**config.mk**
```make
export PLATFORM = sky130hd
export DESIGN_NAME = tm_stimulus_driver
export DESIGN_NICKNAME = d
export VERILOG_FILES = /design/src/rtl/tm_pkg.sv /design/src/rtl/tm_word_fifo.sv /design/src/rtl/tm_stimulus_driver.sv
export SDC_FILE = /design/constraint.sdc
export NUM_CORES = 1
export LEC_CHECK = 0
export CAP_MARGIN = 20
export CORE_MARGIN = 4
export CORE_UTILIZATION = 56
export DETAILED_ROUTE_END_ITERATION = 8
export PLACE_DENSITY_LB_ADDON = 0.08
export SLEW_MARGIN = 25
export SYNTH_ARGS = -nofsm -noshare
export SYNTH_HDL_FRONTEND = slang
export SYNTH_SLANG_ARGS = --single-unit
```
**constraint.sdc**
```tcl
create_clock -name clock -period 3.3 [get_ports clock]
set_input_delay 0.66 -clock clock [delete_from_list [all_inputs] [get_ports clock]]
set_output_delay 0.66 -clock clock [all_outputs]
set_load 0.01 [all_outputs]
```
**src/rtl/tm_pkg.sv**
```systemverilog
// Shared types and constants for the Turing machine stimulus driver.
package tm_pkg;

  localparam int DISPLAY_W = 11;
  localparam int STEP_W    = 16;

  typedef enum logic [3:0] {
    IDLE,
    FEED_HI,
    FEED_LO,
    DONE_PULSE,
    SETTLE,
    CHECK,
    STEP_HI,
    STEP_LO,
    FINISH
  } drv_state_t;

endpackage

```
**src/rtl/tm_word_fifo.sv**
```systemverilog
// Synchronous word FIFO holding the tape nibbles queued by the host.
module tm_word_fifo #(
  parameter int DW    = 4,
  parameter int DEPTH = 16
) (
  input  logic                   clock,
  input  logic                   reset,
  input  logic                   push,
  input  logic [DW-1:0]          push_data,
  input  logic                   pop,
  output logic                   full,
  output logic                   empty,
  output logic [DW-1:0]          head,
  output logic [$clog2(DEPTH):0] count
);

  localparam int AW = $clog2(DEPTH);

  logic [DW-1:0] mem_q [DEPTH];
  logic [AW-1:0] wr_ptr_q, wr_ptr_d;
  logic [AW-1:0] rd_ptr_q, rd_ptr_d;
  logic [AW:0]   count_q, count_d;
  logic          do_push, do_pop;

  assign full    = (count_q == (AW+1)'(DEPTH));
  assign empty   = (count_q == '0);
  assign head    = mem_q[rd_ptr_q];
  assign count   = count_q;
  assign do_push = push && !full;
  assign do_pop  = pop && !empty;

  // Pointer and occupancy update; pointers wrap naturally at DEPTH.
  always_comb begin
    wr_ptr_d = wr_ptr_q;
    rd_ptr_d = rd_ptr_q;
    count_d  = count_q;
    if (do_push) begin
      wr_ptr_d = wr_ptr_q + AW'(1);
      count_d  = count_d + (AW+1)'(1);
    end
    if (do_pop) begin
      rd_ptr_d = rd_ptr_q + AW'(1);
      count_d  = count_d - (AW+1)'(1);
    end
  end

  // Control registers, cleared by the active-low synchronous reset.
  always_ff @(posedge clock) begin
    if (!reset) begin
      wr_ptr_q <= '0;
      rd_ptr_q <= '0;
      count_q  <= '0;
    end else begin
      wr_ptr_q <= wr_ptr_d;
      rd_ptr_q <= rd_ptr_d;
      count_q  <= count_d;
    end
  end

  // Storage array; contents are meaningless while count is zero.
  always_ff @(posedge clock) begin
    if (do_push) mem_q[wr_ptr_q] <= push_data;
  end

endmodule

```
**src/rtl/tm_stimulus_driver.sv**
```systemverilog
// Replays the Next/Done button sequence of the Turing machine core from a FIFO.
module tm_stimulus_driver
  import tm_pkg::*;
#(
  parameter int DW        = 4,
  parameter int DEPTH     = 16,
  parameter int HOLD      = 4,
  parameter int MAX_STEPS = 1023
) (
  input  logic                 clock,
  input  logic                 reset,
  input  logic                 load_valid,
  input  logic [DW-1:0]        load_data,
  output logic                 load_ready,
  input  logic                 start,
  output logic [DW-1:0]        tm_input_data,
  output logic                 tm_next,
  output logic                 tm_done,
  input  logic                 tm_compute_done,
  input  logic [DISPLAY_W-1:0] tm_display,
  output logic                 busy,
  output logic                 finished,
  output logic                 timeout,
  output logic                 empty_err,
  output logic [DISPLAY_W-1:0] result,
  output logic [STEP_W-1:0]    step_count
);

  localparam int CW = $clog2(HOLD) + 1;
  localparam int AW = $clog2(DEPTH);

  drv_state_t           state_q, state_d;
  logic [CW-1:0]        hold_q, hold_d;
  logic [STEP_W-1:0]    step_count_q, step_count_d;
  logic                 finished_q, finished_d;
  logic                 timeout_q, timeout_d;
  logic                 empty_err_q, empty_err_d;
  logic [DISPLAY_W-1:0] result_q, result_d;
  logic                 tm_next_q, tm_next_d;
  logic                 tm_done_q, tm_done_d;
  logic                 busy_q, busy_d;
  logic                 load_ready_q, load_ready_d;
  logic [DW-1:0]        data_q, data_d;

  logic                 fifo_push, fifo_pop, fifo_full, fifo_empty;
  logic [DW-1:0]        fifo_head;
  logic [AW:0]          fifo_count, fifo_count_nx;

  function automatic logic [STEP_W-1:0] sat_inc(input logic [STEP_W-1:0] v);
    return (v == '1) ? v : v + STEP_W'(1);
  endfunction

  assign fifo_push = load_valid && load_ready_q && !fifo_full;
  assign fifo_pop  = (state_q == FEED_HI) && (hold_q == '0);

  tm_word_fifo #(.DW(DW), .DEPTH(DEPTH)) u_fifo (
    .clock     (clock),
    .reset     (reset),
    .push      (fifo_push),
    .push_data (load_data),
    .pop       (fifo_pop),
    .full      (fifo_full),
    .empty     (fifo_empty),
    .head      (fifo_head),
    .count     (fifo_count)
  );

  // Sequencer next state, run counters and sticky status flags.
  always_comb begin
    state_d      = state_q;
    step_count_d = step_count_q;
    finished_d   = finished_q;
    timeout_d    = timeout_q;
    empty_err_d  = empty_err_q;
    result_d     = result_q;
    case (state_q)
      IDLE: begin
        if (start) begin
          if (fifo_empty) begin
            empty_err_d = 1'b1;
          end else begin
            finished_d   = 1'b0;
            timeout_d    = 1'b0;
            empty_err_d  = 1'b0;
            step_count_d = '0;
            state_d      = FEED_HI;
          end
        end
      end
      FEED_HI:    if (hold_q == '0) state_d = FEED_LO;
      FEED_LO:    if (hold_q == '0) state_d = fifo_empty ? DONE_PULSE : FEED_HI;
      DONE_PULSE: state_d = SETTLE;
      SETTLE:     if (hold_q == '0) state_d = CHECK;
      CHECK: begin
        if (tm_compute_done) begin
          state_d = FINISH;
        end else if (step_count_q == STEP_W'(MAX_STEPS)) begin
          timeout_d = 1'b1;
          state_d   = FINISH;
        end else begin
          step_count_d = sat_inc(step_count_q);
          state_d      = STEP_HI;
        end
      end
      STEP_HI:    if (hold_q == '0) state_d = STEP_LO;
      STEP_LO:    if (hold_q == '0) state_d = CHECK;
      FINISH: begin
        result_d   = tm_display;
        finished_d = 1'b1;
        state_d    = IDLE;
      end
      default:    state_d = IDLE;
    endcase
  end

  // Hold timer and registered core-facing outputs, all derived from the next state.
  always_comb begin
    hold_d = (hold_q != '0) ? hold_q - CW'(1) : hold_q;
    if (state_d != state_q) hold_d = CW'(HOLD - 1);

    fifo_count_nx = fifo_count;
    if (fifo_push)     fifo_count_nx = fifo_count + (AW+1)'(1);
    else if (fifo_pop) fifo_count_nx = fifo_count - (AW+1)'(1);

    tm_next_d    = (state_d == FEED_HI) || (state_d == STEP_HI);
    tm_done_d    = (state_d == DONE_PULSE);
    busy_d       = (state_d != IDLE);
    load_ready_d = (state_d == IDLE) && (fifo_count_nx < (AW+1)'(DEPTH));

    // Capture the head only when a press begins so the word stays put until the next one.
    data_d = data_q;
    if ((state_d == FEED_HI) && (state_q != FEED_HI)) data_d = fifo_head;
  end

  // State and output registers with active-low synchronous reset.
  always_ff @(posedge clock) begin
    if (!reset) begin
      state_q      <= IDLE;
      hold_q       <= '0;
      step_count_q <= '0;
      finished_q   <= 1'b0;
      timeout_q    <= 1'b0;
      empty_err_q  <= 1'b0;
      result_q     <= '0;
      tm_next_q    <= 1'b0;
      tm_done_q    <= 1'b0;
      busy_q       <= 1'b0;
      load_ready_q <= 1'b0;
      data_q       <= '0;
    end else begin
      state_q      <= state_d;
      hold_q       <= hold_d;
      step_count_q <= step_count_d;
      finished_q   <= finished_d;
      timeout_q    <= timeout_d;
      empty_err_q  <= empty_err_d;
      result_q     <= result_d;
      tm_next_q    <= tm_next_d;
      tm_done_q    <= tm_done_d;
      busy_q       <= busy_d;
      load_ready_q <= load_ready_d;
      data_q       <= data_d;
    end
  end

  assign load_ready    = load_ready_q;
  assign tm_input_data = data_q;
  assign tm_next       = tm_next_q;
  assign tm_done       = tm_done_q;
  assign busy          = busy_q;
  assign finished      = finished_q;
  assign timeout       = timeout_q;
  assign empty_err     = empty_err_q;
  assign result        = result_q;
  assign step_count    = step_count_q;

endmodule

```
==> impl_results.md <==
- Total CTS buffers: 17
- CP required: ~3.8 ns
- DR WL/cell: between 15 and 20 µm
- Clock root buffer: clkbuf_8
- Final-report hold violation count: 0
- Vias in the first global route: approximately 3900
- Finished Core Util: a little under three quarters
- Row cnt: 35
- F_max: 419 MHz
- Antenna cells: 0
- Share of layout cells above drive strength 1: approximately 12%
- RR Startpoint: state_q[0]$_SDFF_PN0_
- Placer Congestion: approximately 0.85
- Initial DRC count: ~200
- Core area: 9330 µm²
- Area share of the leading cell type in the synthesized netlist: 35.4%
- Most frequent cells in the layout: edfxtp_1, dfxtp_1, clkdlybuf4s50_1
- Crit-path max cell delay: about 0.70 ns
- R2R Setup Slk: slightly above 0.9 ns
- Synth area leaders: edfxtp_1, dfxtp_1, mux4_2
- Post-synthesis average cell area: ~12 µm²
- H-tree Lvls: 4
- Part of the Yosys area used for sequential elements: between 50% and 60%
- Clock Sinks: about 120
- Total GRT Usage: 22.3%
- Min-Delay Path Class: reg -> reg
- Fin worst setup slack: just over 0.9 ns
- CTS max path bufs: 2
- Worst-margin pin slew: ~0.84 ns
- Worst VDD drop: 0.000523 V
- Drt first pass iters: 5
- Port bufs: 57
- Ys flop type: edfxtp_1
- Dpl hpwl: about 7.9 mm
- Final wirelength: ~12 mm
- Library cells used by synthesis: 61
- PwrDens: 651 nW/µm²
- WHS Endpoint: result[8]$_SDFFE_PN0P_
- Final max-slew violation count: 0
- Post-CTS Setup Bufs: 0
- Final worst path period share: slightly above 70%
- CP Data Arrival Time: roughly 2.8 ns
- Die H: roughly 110 µm
- Final ANT Viol Nets: 0
- Nets: around 560
- I/O Pins: 58
- TNS Setup: 0 ns
- Critical Path Fanout Max: 29
- Gate Count Post-Synth: approximately 470
- WP buf/inv: 1
- Setup WS pre-CTS: a little under 0.7 ns
- Cell depth of the worst min-delay path: 2
- Initial antenna violation count: 0
- Leak: 2.25 nW
- Slowest-stage cell, CP: dfxtp_1
- HP Start: result[8]$_SDFFE_PN0P_
- Worst-Skew Late Latency: around 0.52 ns
- Crit path kind: reg -> reg
- First-pass GRT wire length: about 20 mm
- Area grow syn2layout: 23.0%
- Mapped cell area: 5430 µm²
- CTS tree: built
- Clock transition at path regs: around 0.070 ns
- Vias: 3918
- Final setup viols: 0
- Die ar.: approximately 11000 µm²
- Initial core utilization: 58.2%
- EDFF count, synth: 64
- Vias per cell: between 5 and 6
- Tmin final: 2.39 ns
- RSZ-0062 raised after global routing: false
- Resized cells post-CTS: 0
- Worst r2r path cells: 6
- Critical path depth: 6
- Flip-flop and latch count after synthesis: between 100 and 150
- Post-Synthesis Net Count: 503
- Fraction of registers with async set/reset: 0%
- Worst Setup Start Kind: flip-flop
- Drt drc: 0
- Post-synth top area cell: edfxtp_1
- Max_cap viols: 0
- CP Capture Type: flip-flop
- Synth warn: 0
- Grt ovf: 0
- Die X: ~110 µm
- Worst slew margin: between 40% and 50%
- Outcome: completed
- Hold Buf Count CTS: 0
- Worst R2R End: step_count[7]$_SDFFE_PN0P_
- Most common cell after layout, fill and taps aside: edfxtp_1
- Maximum number of pins on one net before global-route repair: 30
- Crit-path cells: nand4bb_1 -> nor2_1 -> o32ai_2 -> buf_4 -> or4_1 -> a21oi_1
- Worst clock skew: between 0.009 and 0.01 ns
- Delay-heaviest family, CP: simple AND/OR/NAND/NOR gates
==> report_power, final <==
part           switching [mW]  internal, mW  leakage, nW  total [mW]
Combinational           0.419         0.331        0.927       0.749
Clock                   0.737          1.10        0.279        1.84
Sequential             0.0838          1.68         1.05        1.76
Total                    1.24          3.11         2.25        4.35
==> how the worst max path moves through the flow <==
stage | from | endpoint | slack, ns
2_1_floorplan | u_fifo.count[0]$_SDFF_PN0_ | u_fifo.count[4]$_SDFF_PN0_ | 0.96
3_3_place_gp | load_valid | u_fifo.count[4]$_SDFF_PN0_ | 0.69
3_5_place_dp | load_valid | u_fifo.count[4]$_SDFF_PN0_ | 0.68
4_1_cts | state_q[0]$_SDFF_PN0_ | step_count[7]$_SDFFE_PN0P_ | 0.91
5_1_grt | state_q[0]$_SDFF_PN0_ | step_count[7]$_SDFFE_PN0P_ | 0.65
6_report | state_q[0]$_SDFF_PN0_ | step_count[7]$_SDFFE_PN0P_ | 0.91
==> metrics by stage <==
| step | hold slack (ns) | power, mW | cells | cell area, µm² |
|---|---|---|---|---|
| floorplan | 0.481 | 2.33 | 472 | 5430 |
| global placement | 0.441 | 2.51 | 640 | 6090 |
| detailed placement | 0.447 | 2.54 | 640 | 6090 |
| CTS | 0.455 | 4.38 | 672 | 6680 |
| global route | 0.473 | 4.57 | 672 | 6680 |
| finish | 0.455 | 4.35 | 672 | 6680 |
==> state kept, by name, indices dropped and copies added, names as in the netlist <==
signal and cells:
step_count 16, u_fifo.rd_ptr_q 4, tm_input_data 4, empty_err 1, busy 1, tm_next 1
load_ready 1, tm_done 1, timeout 1, u_fifo.wr_ptr_q 4, u_fifo.mem_q 64, u_fifo.count 5
hold_q 3, finished 1, result 11, state_q 4
==> synthesized netlist by cell type, types with 3 or more instances <==
library cell and n:
a21oi_1 34, a221oi_1 4, a22o_1 4, and2_1 5
and3_1 6, and4_1 3, buf_2 3, buf_6 3
clkbuf_1 16, dfxtp_1 58, edfxtp_1 64, ha_1 11
inv_1 12, mux2i_1 3, mux4_2 16, nand2_1 47
nand2b_1 5, nand3_1 19, nand4_1 7, nor2_1 42
nor2b_1 5, nor3_1 10, o21ai_0 18, o31ai_1 5
or3_1 10, or4_1 5, xnor2_1 8, xor2_1 4
==> per-layer routing <==
layer	global-route usage, %	part of all wire, %	vias up
met5	0	0	-
met4	7.58	1.8	0
met2	37.8	51	131
met3	6.19	5.6	20
li1	-	-	1880
met1	27.6	41	1887
==> tightest hold or removal path: cells and delay by family, from the launching register on <==
family / cells / cell delay, ns
compound gates: 1 / 0.05
simple gates: 1 / 0.05
flops: 1 / 0.31
==> cell families (layout without fill, tap and decap cells) <==
logic type                 Yosys count  count (layout)  share of synthesized area (%)
DFF                                122             122                           56.7
AOI/OAI and AO/OA                   85              85                           10.0
xor gates and xnor gates            12              12                           1.93
buffers and inverters               37             108                           3.18
and+or+nand+nor                    184             184                           18.0
adders and majority gates           11              11                           2.53
muxes                               21              21                           7.60
==> cell type report <==
class                      instances  area, µm²
clock buffer                      17        414
inverter                          12       45.0
fill                             683       2650
sequential                       122       3080
timing repair buffer              64        623
tap                              129        161
clock inverter                    15        176
multi-input combinational        313       2180
No activity file was read; power rests on OpenSTA's default activity.
